$ cat src/rtl/comp_serial_ctrl.sv
// rtl/comp_serial_ctrl.sv - serial MSB-first magnitude compare, 2 bits/cycle via external comparator
// Optional COMP_EARLY_EXIT_EN: leave RUN as soon as the result is decided or a fault is seen.
module comp_serial_ctrl #(
  parameter int WIDTH = 8
) (
  input  logic             clk,
  input  logic             rst_n,
  input  logic             in_valid,
  output logic             in_ready,
  input  logic [WIDTH-1:0] in_a,
  input  logic [WIDTH-1:0] in_b,
  output logic [1:0]       slice_a,
  output logic [1:0]       slice_b,
  input  logic             cmp_l,
  input  logic             cmp_e,
  input  logic             cmp_g,
  output logic             out_valid,
  input  logic             out_ready,
  output logic             out_lt,
  output logic             out_eq,
  output logic             out_gt,
  output logic             out_err,
  output logic             busy
);

  localparam int CW = (WIDTH > 2) ? $clog2(WIDTH / 2) : 1;

  typedef enum logic [1:0] {IDLE, RUN, DONE} state_t;

  state_t           state_q;
  logic [WIDTH-1:0] a_q, b_q;
  logic [CW-1:0]    cnt_q;
  logic             dec_q, lt_q, gt_q, err_q;
  logic             ov_q, olt_q, oeq_q, ogt_q, oerr_q, busy_q, ir_q;

  logic onehot, take, dec_d, lt_d, gt_d, err_d, finish;

  always_comb begin
    onehot = (cmp_l & ~cmp_e & ~cmp_g) | (~cmp_l & cmp_e & ~cmp_g) | (~cmp_l & ~cmp_e & cmp_g);
    // Only the first clean non-equal slice may set the result; later slices are ignored.
    take   = ~dec_q & onehot & ~cmp_e;
    dec_d  = dec_q | take;
    lt_d   = take ? cmp_l : lt_q;
    gt_d   = take ? cmp_g : gt_q;
    err_d  = err_q | ~onehot;
`ifdef COMP_EARLY_EXIT_EN
    finish = (cnt_q == '0) | ~onehot | ~cmp_e;
`else
    finish = (cnt_q == '0);
`endif
  end

  always_ff @(posedge clk) begin
    if (!rst_n) begin
      state_q <= IDLE;
      a_q     <= '0;
      b_q     <= '0;
      cnt_q   <= '0;
      dec_q   <= 1'b0;
      lt_q    <= 1'b0;
      gt_q    <= 1'b0;
      err_q   <= 1'b0;
      ov_q    <= 1'b0;
      olt_q   <= 1'b0;
      oeq_q   <= 1'b0;
      ogt_q   <= 1'b0;
      oerr_q  <= 1'b0;
      busy_q  <= 1'b0;
      ir_q    <= 1'b1;
    end else begin
      case (state_q)
        IDLE: begin
          if (in_valid) begin
            a_q     <= in_a;
            b_q     <= in_b;
            cnt_q   <= CW'(WIDTH / 2 - 1);
            dec_q   <= 1'b0;
            lt_q    <= 1'b0;
            gt_q    <= 1'b0;
            err_q   <= 1'b0;
            state_q <= RUN;
            busy_q  <= 1'b1;
            ir_q    <= 1'b0;
          end
        end
        RUN: begin
          a_q   <= a_q << 2;
          b_q   <= b_q << 2;
          cnt_q <= cnt_q - 1'b1;
          dec_q <= dec_d;
          lt_q  <= lt_d;
          gt_q  <= gt_d;
          err_q <= err_d;
          if (finish) begin
            state_q <= DONE;
            ov_q    <= 1'b1;
            oerr_q  <= err_d;
            olt_q   <= lt_d & ~err_d;
            ogt_q   <= gt_d & ~err_d;
            oeq_q   <= ~dec_d & ~err_d;
          end
        end
        DONE: begin
          if (out_ready) begin
            state_q <= IDLE;
            ov_q    <= 1'b0;
            busy_q  <= 1'b0;
            ir_q    <= 1'b1;
          end
        end
        default: begin
          state_q <= IDLE;
          ov_q    <= 1'b0;
          busy_q  <= 1'b0;
          ir_q    <= 1'b1;
        end
      endcase
    end
  end

  assign slice_a   = (state_q == RUN) ? a_q[WIDTH-1 -: 2] : 2'b00;
  assign slice_b   = (state_q == RUN) ? b_q[WIDTH-1 -: 2] : 2'b00;
  assign in_ready  = ir_q;
  assign busy      = busy_q;
  assign out_valid = ov_q;
  assign out_lt    = olt_q;
  assign out_eq    = oeq_q;
  assign out_gt    = ogt_q;
  assign out_err   = oerr_q;

endmodule

$ cat config.mk
export PLATFORM = sky130hd
export DESIGN_NAME = comp_serial_ctrl
export DESIGN_NICKNAME = d
export VERILOG_FILES = /design/src/rtl/comp_serial_ctrl.sv
export SDC_FILE = /design/constraint.sdc
export NUM_CORES = 1
export LEC_CHECK = 0
export CORE_ASPECT_RATIO = 0.9
export CORE_MARGIN = 5
export CORE_UTILIZATION = 34
export DETAILED_ROUTE_END_ITERATION = 10
export PLACE_DENSITY_LB_ADDON = 0.05
export SLEW_MARGIN = 10
export SYNTH_ARGS = -nofsm -noshare
export SYNTH_HDL_FRONTEND = slang
export SYNTH_SLANG_ARGS = --single-unit
$ cat constraint.sdc
create_clock -name clk -period 2 [get_ports clk]
set_clock_uncertainty 0.15 [all_clocks]
set_input_delay 0.4 -clock clk [delete_from_list [all_inputs] [get_ports clk]]
set_output_delay 0.4 -clock clk [all_outputs]
set_load 0.02 [all_outputs]
==> metrics.txt <==
# H-tree levels=2; warnings from Yosys=0; Max Buffers Root-to-Sink=2; die width=81.0 um; initial antenna violation count=0; Synth-to-Final Area Change=31.6%; Final Cycle Share=0.953; Hold Violations, Final=0; antenna-violating nets left=0; FP Rows=23; crit-path max FO=7; final setup fails=0; switching pwr=442 uW; clock transition at the registers of the reported paths=0.07 ns; Crit-path slowest cell=dfxtp_1; outcome=finished, final reports clean; Sw Ratio=0.286; Post-Syn Nets=192; Logic pwr share=0.247; Pre-Repair DR Iteration Count=4; hold buffers post-CTS=0; worst path buffer plus inverter count=1; startpoint types=flip-flop; number of I/O pins=34; Clock power frac=0.298; clk sink count=31; CP Cell Sequence=nor2b_4 -> and2_1 -> dlygate4sd2_1; die area=0.00598 mm^2; prevailing post-synth register cell=dfxtp_1; WL/cell=13.0 um; total track usage=0.126; Tightest Hold Check Type=flip-flop to flip-flop; Internal=1100 uW; synth unique cells=45; achievable clock frequency=525 MHz; Seq/Total Area, Yosys=0.403; WS Path Type=flip-flop to output port; Gate Count Post-Synth=168; Top Family by Delay on Critical Path=simple AND/OR/NAND/NOR gates; DRC Markers=0; Final Critical Period=1.91 ns; fin area=0.00203 mm^2; DP HPWL=2640 um; GP Congestion=0.839; core box area=0.00443 mm^2; PD cells=761 mW/mm^2; Initial Util=0.348; Finished Core Util=0.458; DR vias=1,301; vias in the first global route=1,247; Synth Cell Area=0.00154 mm^2; layout cell share with drive strength beyond 1=0.206; TritonCTS clock tree=done; nets=232; number of diodes=0; Setup crit end kind=output port; Largest stage delay, worst path=0.34 ns; number of synthesized flops with an enable pin=0; crit path DAT=1.36 ns; Worst Path Required=1.45 ns; Worst Max-Slew Pin Slew=0.358 ns; Worst-Skew Late Latency=0.27 ns; Yosys reg bits=31; Lkg Pwr=0.000779 uW; Post-CTS Setup Bufs=0; Async SR Flop Fraction=0; pin count of the biggest net entering global routing=24; I/O Buffers=33; total wire length=3520 um; drt initial violations=80; Max VDD drop=303 uV; Avg Inst Size Synth=9.18 um^2; gr ovfl total=0; placed cell area=0.00195 mm^2; CTS root buf=clkbuf_8; RSZ-0062 raised after global routing=no; vias per cell=4.80; die height=73.9 um; first-pass GRT wire length=5720 um; sequential share of power=0.455; Max transition margin=0.760; fin. max-slew vios=0; TritonCTS buffer count=5; total negative slack=0 ns; MaxCap Viol Count=0
[synthesized netlist by cell type, drive strengths merged, types with 2 or more instances]
master / count / area share
dfxtp: 31 / 0.40
nand2: 28 / 0.080
nor2: 27 / 0.072
a311oi: 11 / 0.091
buf: 11 / 0.068
a21oi: 10 / 0.032
nor2b: 6 / 0.034
inv: 5 / 0.012
and2: 4 / 0.016
a22oi: 3 / 0.015
a2bb2oi: 3 / 0.021
nand3: 3 / 0.0097
nor3: 3 / 0.013
o21ai: 3 / 0.0097
a211oi: 2 / 0.0097
and2b: 2 / 0.0097
nand2b: 2 / 0.013
o221ai: 2 / 0.015
o31ai: 2 / 0.013
[final timing paths]
kind	from	end	slack, ns	depth (start not counted)
hold reg to reg	out_eq$_SDFFE_PN0P_	out_eq$_SDFFE_PN0P_	0.30	2
hold / removal	out_eq$_SDFFE_PN0P_	out_eq$_SDFFE_PN0P_	0.30	2
setup reg to reg	state_q[1]$_SDFFE_PN0P_	err_q$_SDFFE_PN0P_	0.49	5
setup / recovery	state_q[0]$_SDFFE_PN0P_	slice_b[0]	0.09	3
[cell families (layout without fill, tap and decap cells)]
kind of cell / count (synthesis) / count (layout) / share of synthesized area
DFF: 31 / 31 / 0.403
AOI/OAI and AO/OA: 40 / 40 / 0.231
adders and majority gates: 1 / 1 / 0.00812
buffers and inverters: 16 / 57 / 0.0803
muxes: 1 / 1 / 0.00649
and+or+nand+nor: 77 / 77 / 0.260
xor gates and xnor gates: 2 / 2 / 0.0114
[registers in the layout, indices dropped and copies added, names as in the netlist, 2 cells and up]
signal and count:
a_q 8, b_q 8, cnt_q 2, state_q 2
[cells in the final DEF, fill, tap and decap left out, types with 3 or more instances in the layout]
cell type and count:
clkbuf_8 5, nand2_2 7, nand3_1 3, a311oi_1 4, a21oi_1 10, nor2b_1 4, nor2_1 25, a311oi_2 7
dlygate4sd2_1 4, dfxtp_1 31, clkdlybuf4s50_1 29, buf_4 9, inv_1 4, a22oi_1 3, and2_1 4, nand2_1 21
[power groups by stage]
stage	Clock (uW)	Combinational [uW]	Sequential, uW
6_report	460	381	703
5_1_grt	512	415	709
4_1_cts	476	387	704
3_5_place_dp	0	388	717
3_3_place_gp	0	380	714
2_1_floorplan	0	253	721
[routing by layer]
layer	global-route usage	up-vias	routed length, um
met4	0.0507	0	42
li1	-	667	-
met3	0.0417	4	205
met5	0	-	0
met1	0.160	601	1680
met2	0.195	29	1590
[what timing repair did]
action,4_1_cts,5_1_grt
endpoints found under the setup margin,4,0
resized for setup,4,0
endpoints found under the hold margin,0,0
[stage by stage]
| step | cells | setup WS (ns) | hold WS, ns | total power (uW) |
|---|---|---|---|---|
| 3_3_place_gp | 263 | 0.0623 | 0.292 | 1090 |
| 4_1_cts | 271 | 0.0663 | 0.305 | 1570 |
| 5_1_grt | 271 | 0.0328 | 0.324 | 1640 |
| 2_1_floorplan | 168 | 0.460 | 0.301 | 973 |
| 6_report | 271 | 0.0950 | 0.302 | 1540 |
| 3_5_place_dp | 263 | 0.0292 | 0.296 | 1110 |
[final cells by class]
class	instances	area (um^2)
clock buffer	7	76.3
clock inverter	1	5.00
fill	451	2400
inverter	5	18.8
multi-input combinational	121	797
sequential	31	621
tap	62	77.6
timing repair buffer	44	433
[worst register-to-register path, delay by kind of cell (launching register included)]
family          cells  cell delay [ns]
simple gates        3             0.53
buf+inv             1             0.20
flops               1             0.37
compound gates      1             0.19
(Power assumes the default switching activity.)
